## src/rtl/mult_rom_pkg.sv

```systemverilog
// Shared types and helpers for the multiplier-ROM read arbiter.
// Optional round-robin grant selected by MULT_ARB_ROUND_ROBIN_EN.
package mult_rom_pkg;

    typedef enum logic [1:0] {
        IDLE = 2'd0,
        ADDR = 2'd1,
        DATA = 2'd2,
        RESP = 2'd3
    } state_t;

    localparam logic [1:0] RRESP_OKAY = 2'b00;

    // ROM word address: the 6-bit {a,b} index, scaled to 32-bit words.
    function automatic logic [31:0] rom_addr(input logic [2:0] a, input logic [2:0] b);
        return {24'd0, a, b, 2'b00};
    endfunction

endpackage

```

## src/rtl/mult_arb_pick.sv

```systemverilog
// One-hot grant picker: first asserted request at or after ptr, wrapping.
// With ptr tied to zero this degenerates to lowest-index-wins priority.
module mult_arb_pick #(
    parameter int NREQ  = 4,
    parameter int PTR_W = $clog2(NREQ)
) (
    input  logic [NREQ-1:0]  req,
    input  logic [PTR_W-1:0] ptr,
    output logic [NREQ-1:0]  grant
);

    int   idx_s;
    logic hit_s;
    logic found_s;

    // Rotating search; found_s blocks every later candidate once one hits.
    always_comb begin
        grant   = '0;
        found_s = 1'b0;
        idx_s   = 0;
        hit_s   = 1'b0;
        for (int k = 0; k < NREQ; k++) begin
            idx_s        = (int'(ptr) + k) % NREQ;
            hit_s        = req[idx_s] & ~found_s;
            grant[idx_s] = grant[idx_s] | hit_s;
            found_s      = found_s | hit_s;
        end
    end

endmodule

```

## src/rtl/mult_rom_read_arbiter.sv

```systemverilog
// Shares one AXI4-Lite read port of the multiplier ROM among NREQ requesters,
// one transaction at a time. Round-robin grant when MULT_ARB_ROUND_ROBIN_EN is defined.
module mult_rom_read_arbiter
    import mult_rom_pkg::*;
#(
    parameter int NREQ = 4
) (
    input  logic              clk,
    input  logic              rst,
    input  logic [NREQ-1:0]   req_valid,
    input  logic [3*NREQ-1:0] req_a,
    input  logic [3*NREQ-1:0] req_b,
    output logic [NREQ-1:0]   req_ready,
    output logic [NREQ-1:0]   rsp_valid,
    output logic [5:0]        rsp_result,
    output logic              rsp_err,
    output logic [31:0]       m_araddr,
    output logic              m_arvalid,
    input  logic              m_arready,
    input  logic [31:0]       m_rdata,
    input  logic [1:0]        m_rresp,
    input  logic              m_rvalid,
    output logic              m_rready
);

    localparam int PTR_W = $clog2(NREQ);

    state_t            state_r;
    logic [NREQ-1:0]   grant_s;
    logic [NREQ-1:0]   grant_r;
    logic [PTR_W-1:0]  ptr_s;
    logic [2:0]        a_sel_s;
    logic [2:0]        b_sel_s;
    logic              unused_rdata_s;

    // Only the low six bits of a ROM word carry the product.
    assign unused_rdata_s = ^m_rdata[31:6];

`ifdef MULT_ARB_ROUND_ROBIN_EN
    logic [PTR_W-1:0] ptr_r;
    logic [PTR_W-1:0] grant_idx_s;

    assign ptr_s = ptr_r;

    // Binary index of the one-hot grant, used to advance the pointer.
    always_comb begin
        grant_idx_s = '0;
        for (int i = 0; i < NREQ; i++) begin
            grant_idx_s = grant_s[i] ? PTR_W'(i) : grant_idx_s;
        end
    end

    // Pointer moves just past the requester accepted this cycle.
    always_ff @(posedge clk) begin
        if (rst) begin
            ptr_r <= '0;
        end else if (state_r == IDLE && (|grant_s)) begin
            ptr_r <= (grant_idx_s == PTR_W'(NREQ - 1)) ? '0 : grant_idx_s + PTR_W'(1);
        end else begin
            ptr_r <= ptr_r;
        end
    end
`else
    assign ptr_s = '0;
`endif

    mult_arb_pick #(
        .NREQ  (NREQ),
        .PTR_W (PTR_W)
    ) u_pick (
        .req   (req_valid),
        .ptr   (ptr_s),
        .grant (grant_s)
    );

    // Operand mux for the granted requester.
    always_comb begin
        a_sel_s = 3'd0;
        b_sel_s = 3'd0;
        for (int i = 0; i < NREQ; i++) begin
            a_sel_s = a_sel_s | (req_a[3*i +: 3] & {3{grant_s[i]}});
            b_sel_s = b_sel_s | (req_b[3*i +: 3] & {3{grant_s[i]}});
        end
    end

    // Accept is combinational so a requester learns of it in the grant cycle.
    always_comb begin
        if (state_r == IDLE && !rst) begin
            req_ready = grant_s;
        end else begin
            req_ready = '0;
        end
    end

    // Transaction FSM; the latched address freezes the operands at accept.
    always_ff @(posedge clk) begin
        if (rst) begin
            state_r    <= IDLE;
            grant_r    <= '0;
            m_araddr   <= 32'd0;
            m_arvalid  <= 1'b0;
            m_rready   <= 1'b0;
            rsp_valid  <= '0;
            rsp_result <= 6'd0;
            rsp_err    <= 1'b0;
        end else begin
            case (state_r)
                IDLE: begin
                    if (|grant_s) begin
                        grant_r   <= grant_s;
                        m_araddr  <= rom_addr(a_sel_s, b_sel_s);
                        m_arvalid <= 1'b1;
                        state_r   <= ADDR;
                    end else begin
                        state_r   <= IDLE;
                    end
                end
                ADDR: begin
                    if (m_arready) begin
                        m_arvalid <= 1'b0;
                        m_rready  <= 1'b1;
                        state_r   <= DATA;
                    end else begin
                        state_r   <= ADDR;
                    end
                end
                DATA: begin
                    if (m_rvalid) begin
                        m_rready  <= 1'b0;
                        rsp_valid <= grant_r;
                        rsp_err   <= (m_rresp != RRESP_OKAY);
                        if (m_rresp != RRESP_OKAY) begin
                            rsp_result <= 6'd0;
                        end else begin
                            rsp_result <= m_rdata[5:0];
                        end
                        state_r   <= RESP;
                    end else begin
                        state_r   <= DATA;
                    end
                end
                RESP: begin
                    rsp_valid <= '0;
                    state_r   <= IDLE;
                end
                default: begin
                    m_arvalid <= 1'b0;
                    m_rready  <= 1'b0;
                    rsp_valid <= '0;
                    state_r   <= IDLE;
                end
            endcase
        end
    end

endmodule
```

## config.mk

```make
export PLATFORM = sky130hd
export DESIGN_NAME = mult_rom_read_arbiter
export DESIGN_NICKNAME = d
export VERILOG_FILES = /design/src/rtl/mult_rom_pkg.sv /design/src/rtl/mult_arb_pick.sv /design/src/rtl/mult_rom_read_arbiter.sv
export SDC_FILE = /design/constraint.sdc
export NUM_CORES = 1
export LEC_CHECK = 0
export ABC_CLOCK_PERIOD_IN_PS = 2700
export CAP_MARGIN = 20
export CORE_MARGIN = 2
export CORE_UTILIZATION = 36
export DETAILED_ROUTE_END_ITERATION = 8
export GPL_ROUTABILITY_DRIVEN = 0
export GPL_TIMING_DRIVEN = 0
export PLACE_DENSITY_LB_ADDON = 0.12
export SKIP_CTS_REPAIR_TIMING = 1
export SLEW_MARGIN = 0
export SYNTH_ARGS = -nofsm -noshare
export SYNTH_HDL_FRONTEND = slang
export SYNTH_SLANG_ARGS = --single-unit
```

## constraint.sdc

```tcl
create_clock -name clk -period 2.7 [get_ports clk]
set_input_delay 0.675 -clock clk [delete_from_list [all_inputs] [get_ports clk]]
set_output_delay 0.675 -clock clk [all_outputs]
set_load 0.02 [all_outputs]
```

# Word-level counts from Yosys, hierarchy flattened
# Cells that the tools add are included.
[op_classes]
n_mux = 14
n_bitwise = 22
n_eq_ne = 6
reduce_logical = 13
[op_table]
columns = ["cell", "n"]
rows = [
  ["$and A3 B3 Y3", 8],
  ["$or A3 B3 Y3", 6],
  ["$mux W4", 2],
  ["$pmux W2 S4", 1],
  ["$pmux W4 S2", 1],
  ["$reduce_bool A2 Y1", 4],
  ["$mux W1", 6],
  ["$mux W6", 1],
  ["$reduce_and A2 Y1", 3],
  ["$reduce_and A3 Y1", 2],
  ["$eq A2 B2 Y1 const B", 2],
  ["$ne A2 B2 Y1 const B", 2],
  ["$pmux W1 S2", 2],
  ["$reduce_or A4 Y1", 1],
  ["$and A1 B1 Y1", 3],
  ["$not A1 Y1", 3],
  ["$eq A2 B1 Y1 const B", 1],
  ["$logic_not A2 Y1", 1],
  ["$mux W2", 1],
  ["$ne A2 B1 Y1 const B", 1],
  ["$or A1 B1 Y1", 2],
  ["$logic_and A1 B1 Y1", 1],
  ["$logic_not A1 Y1", 1],
]
[totals]
reg_bits = 25
input_bits = 66

# Longest topological paths before layout
[logic_depth]
depth_word = 11
mapped_depth = 5
depth_no_buf = 3

# Hierarchy
# Synthesis repeated with hierarchy kept, for this count alone.
[unflattened]
cells_unflattened = 229
hier_area_um2 = 2021.9
[by_module_without_submodules]
columns = ["mod", "area_each_um2", "cells_per_inst", "instances", "seq_area_each_um2"]
rows = [
  ["mult_rom_read_arbiter", 1333.8, 141, 1, 500.5],
  ["mult_arb_pick", 688.2, 88, 1, 0.0],
]

# Least setup slack after synthesis
# OpenSTA, ideal clock, no wires.
[synth_path]
kind = "input-to-output"
startpoint = "input req_valid[0]"
endpoint = "output req_ready[1]"
path_stages = 3
arrival_time_ns = 1.777
n_path_buf = 2
required_ns = 2.025
setup_slack_ns = 0.248
cell_sequence = "buf_6 > clkbuf_1 > nor4b_1"
[synth_via]
elab_chain_cells = 3
[synth_rtl]
columns = ["element", "line_no", "rtl"]
rows = [
  ["from (decl)", "mult_rom_read_arbiter.sv:10", "input logic [NREQ-1:0] req_valid,"],
  ["$not A1 Y1", "mult_arb_pick.sv:24", "hit_s = req[idx_s] & ~found_s;"],
  ["$and A1 B1 Y1", "mult_arb_pick.sv:24", ""],
  ["$mux W4", "mult_rom_read_arbiter.sv:88", "if (state_r == IDLE && !rst) begin"],
  ["to (decl)", "mult_rom_read_arbiter.sv:13", "output logic [NREQ-1:0] req_ready,"],
]
# No other way between the ends.

# Worst setup path in the final report
[layout_path]
startpoint = "input req_valid[0]"
endpoint = "output req_ready[2]"
[layout_via]
elab_chain_cells = 6
[layout_rtl]
columns = ["element", "line_no", "rtl"]
rows = [
  ["$not A1 Y1", "mult_arb_pick.sv:24", ""],
  ["$and A1 B1 Y1", "mult_arb_pick.sv:24", ""],
  ["$or A1 B1 Y1 (*)", "mult_arb_pick.sv:26", "found_s = found_s | hit_s;"],
  ["$not A1 Y1 (*)", "mult_arb_pick.sv:24", ""],
  ["$and A1 B1 Y1 (*)", "mult_arb_pick.sv:24", ""],
  ["$mux W4 (*)", "mult_rom_read_arbiter.sv:88", ""],
]
# Mark *: on every way between the ends. The rest lies on a longest branch, timed or not.

==> impl_summary.txt <==
----------------------------------------------------
[STA]
  Maximum frequency from static timing analysis ... 381 MHz
  Least-Margin Pin Slew ... between 0.5 and 0.6 ns
  Setup-violating endpoint count in the final report ... 0
  Number of hold violations in the final report ... 0
  Worst rel slew slack ... 0.657
  Share of the cycle needed by the critical path after routing ... 0.972
  Max Slew Vio Count ... 0
  Worst clock skew on the final layout ... 0.00329 ns
  Final-layout setup total negative slack ... 0 ns
  Post-layout min period ... 2.62 ns

[Clock tree]
  TritonCTS clock tree ... yes
  Reg clk slew, reported paths ... 0.09 ns
  Clock root buffer master ... sky130_fd_sc_hd__clkbuf_8
  TritonCTS Buffers ... 3
  H-tree lvl count ... 1
  Insertion delay of the later-clocked pin in the worst-skew pair ... 0.27 ns
  Number of sinks on the clock net ... 25
  Maximum buffer depth of the clock tree ... 2

[Setup path]
  Required time of the critical path ... 2.03 ns
  Element type at the critical path end ... output port
  Largest stage delay on the critical path ... 0.44 ns
  Arr. time, crit path ... about 2 ns
  Most Frequent Cell on Critical Path ... sky130_fd_sc_hd__buf_4
  Critical register-to-register path endpoint ... m_araddr[3]$_SDFFE_PP0P_
  Destination of the critical timing path ... req_ready[2]
  Crit-path cells ... clkdlybuf4s50_1, buf_6, buf_4, nor2_2, nand2_1, nor3_2, buf_4
  Register-to-register setup slack ... 1.29 ns
  Crit path max fanout ... 10
  Reg2Reg Depth ... 4
  Type of the worst setup path ... primary input to output port
  CP top delay family ... buffers and inverters
  Buffers & Inverters on Critical Path ... 4
  Startpoint kind of the worst setup timing path ... primary input
  Critical path startpoint ... req_valid[0]
  Critical path depth in cells ... 7
  Max stage delay cell, worst path ... sky130_fd_sc_hd__clkdlybuf4s50_1

[Power]
  Total Power ... 0.000961 W
  Leakage ... approximately 0.96 nW
  Power density normalized to cell area ... 417 nW/um^2
  Maximum vdd drop ... 0.207 mV

[Placed design]
  # port buffers ... 61
  Dpl hpwl ... around 2.9 mm

[Final layout]
  Growth of design area from synthesis to finish ... 56.7%
  Fraction of layout cells with a size suffix above 1 ... 0.222
  Total Nets Final ... ~340
  Antenna fix cells ... 0
  End-of-flow core utilization ... 0.580
  Top library cells by usage in the layout, fill and taps aside ... 56 x sky130_fd_sc_hd__clkdlybuf4s50_1, 30 x sky130_fd_sc_hd__buf_4, 26 x sky130_fd_sc_hd__conb_1
  Most common cell after layout, fill and taps aside ... sky130_fd_sc_hd__clkdlybuf4s50_1

[Routing]
  Detailed Routing Iterations Pass 1 ... 4
  Mean routed wirelength per cell ... 11.2 um
  Total DRC errors in the routed layout ... 0
  Via count normalized by instance count ... 4.47
  First DRT Iteration DRCs ... 52
  Total wire length ... between 3 and 4 mm
  Total via count in the routed design ... 1429
  Number of nets with antenna violations after detailed routing ... 0

[Job]
  Number of max-cap violations ... 0

[Global route]
  Global-route usage over all layers ... 0.165
  First-pass GRT wire length ... roughly 6 mm
  Global-route congestion overflow total ... 0
  Via count of the first global-routing pass ... 1322
  Maximum number of pins on one net before global-route repair ... 16
  Number of antenna violations at the first check in global routing ... 0

[Synth]
  Proportion of synthesized area in mux cells ... 0
  Compound-gate portion of the synthesized area ... 0.226
  Number of instances in the synthesized netlist ... 179
  Sequential element share of the synthesized area ... 0.340
  Proportion of synthesized flip-flops having asynchronous set or reset ... 0
  XOR/XNOR share of the synthesized area ... 0
  Netlist area before placement ... 1470 um^2
  Main flop type after synthesis ... sky130_fd_sc_hd__dfxtp_1
  Simple-gate share of the synthesized area ... 0.230
  Adder-cell share of the synthesized area ... 0
  Distinct cell type count after synthesis ... 34
  Number of flops mapped to enable cells by yosys ... 0
  Synthesized area per cell ... about 8.2 um^2
  Yosys warns ... 0
  Number of register bits inferred by synthesis ... 25
  Dominant combinational cell family by area after synthesis ... simple AND/OR/NAND/NOR gates

[Floorplanning]
  Area enclosed by the die boundary ... 4610 um^2
  DIE HEIGHT ... 67.9 um
  Standard cell core area ... roughly 4000 um^2
  Starting utilization of the core area ... 0.370
  Die Width ... 67.9 um
  Cell Rows ... 23
  Ports ... 115

[Worst hold path]
  Min-Delay Path Class ... register to register

[Run status]
  Run status ... finished, final reports clean

----------------------------------------------------
-- cell type report --
type	count	area, um^2
plain buffers	39	277
clock buffers	3	41.3
clock inverters	1	7.51
fillers	398	1670
inverters	6	22.5
multi-input cells	134	787
flip-flops and latches	25	500
well taps	50	62.6
repair buffers	62	606
-- metal layers --
metal,part of all wire,global-route usage
met1,0.46,0.217
met3,0.075,0.0313
met4,0.019,0.0675
met2,0.44,0.265
met5,0,0
-- stage by stage --
step	hold WS, ns	cells	setup WS, ns	cell area (um^2)
floorplan	0.454	204	0.248	1560
global placement	0.439	315	-0.673	2240
detailed placement	0.447	315	-0.664	2240
CTS	0.462	319	-0.664	2290
global route	0.478	320	-0.0135	2300
finish	0.458	320	0.0753	2300
-- worst reg2reg max path, cell delays in order (launching register included) --
cell                       delay [ns]
sky130_fd_sc_hd__dfxtp_1         0.32
sky130_fd_sc_hd__or2_2           0.29
sky130_fd_sc_hd__clkbuf_1        0.23
sky130_fd_sc_hd__nor2_2          0.31
sky130_fd_sc_hd__a311oi_1        0.13
-- cells in the mapped netlist (2+ instances only) --
master | number | area share
sky130_fd_sc_hd__nand3_1 | 8 | 0.027
sky130_fd_sc_hd__a22o_1 | 6 | 0.036
sky130_fd_sc_hd__a21oi_1 | 21 | 0.071
sky130_fd_sc_hd__inv_1 | 6 | 0.015
sky130_fd_sc_hd__buf_4 | 26 | 0.13
sky130_fd_sc_hd__a21oi_2 | 6 | 0.036
sky130_fd_sc_hd__dfxtp_1 | 25 | 0.34
sky130_fd_sc_hd__o21ai_0 | 5 | 0.017
sky130_fd_sc_hd__nand3b_1 | 9 | 0.046
sky130_fd_sc_hd__nand2_1 | 18 | 0.046
sky130_fd_sc_hd__clkbuf_1 | 4 | 0.010
sky130_fd_sc_hd__a311oi_1 | 6 | 0.036
sky130_fd_sc_hd__nand2b_1 | 4 | 0.017
sky130_fd_sc_hd__buf_6 | 3 | 0.023
sky130_fd_sc_hd__nor2_1 | 8 | 0.020
sky130_fd_sc_hd__buf_2 | 5 | 0.017
sky130_fd_sc_hd__a22oi_1 | 2 | 0.010
-- logic make-up (layout without fill, tap and decap cells) --
| family | after synthesis | after routing |
|---|---|---|
| buffers and inverters | 45 | 111 |
| DFF | 25 | 25 |
| and+or+nand+nor | 58 | 58 |
| other | 1 | 26 |
| AOI/OAI and AO/OA | 50 | 50 |
-- how the worst min path moves through the flow --
| stage | startpoint | to | cells past startpoint |
|---|---|---|---|
| floorplan | grant_r[0]$_SDFFE_PP0P_ | grant_r[0]$_SDFFE_PP0P_ | 2 |
| global placement | rsp_result[3]$_SDFFE_PP0P_ | rsp_result[3]$_SDFFE_PP0P_ | 2 |
| detailed placement | rsp_result[0]$_SDFFE_PP0P_ | rsp_result[0]$_SDFFE_PP0P_ | 2 |
| CTS | rsp_result[0]$_SDFFE_PP0P_ | rsp_result[0]$_SDFFE_PP0P_ | 2 |
| global route | rsp_result[2]$_SDFFE_PP0P_ | rsp_result[2]$_SDFFE_PP0P_ | 2 |
| finish | rsp_result[2]$_SDFFE_PP0P_ | rsp_result[2]$_SDFFE_PP0P_ | 2 |
-- sequential cells by signal, indices dropped and copies added, names as in the netlist, named ones only --
register	flops
m_araddr	6
rsp_result	6
grant_r	4
rsp_valid	4
m_arvalid	1
m_rready	1
rsp_err	1
state_r	1
-- power by group --
| group | leakage, nW | internal [W] | switching, W |
|---|---|---|---|
| clock network | 0.0217 | 0.000105 | 0.000120 |
| logic | 0.732 | 0.000165 | 0.000162 |
| registers | 0.205 | 0.000394 | 0.0000163 |
| total | 0.959 | 0.000663 | 0.000298 |
(Power assumes the default switching activity.)
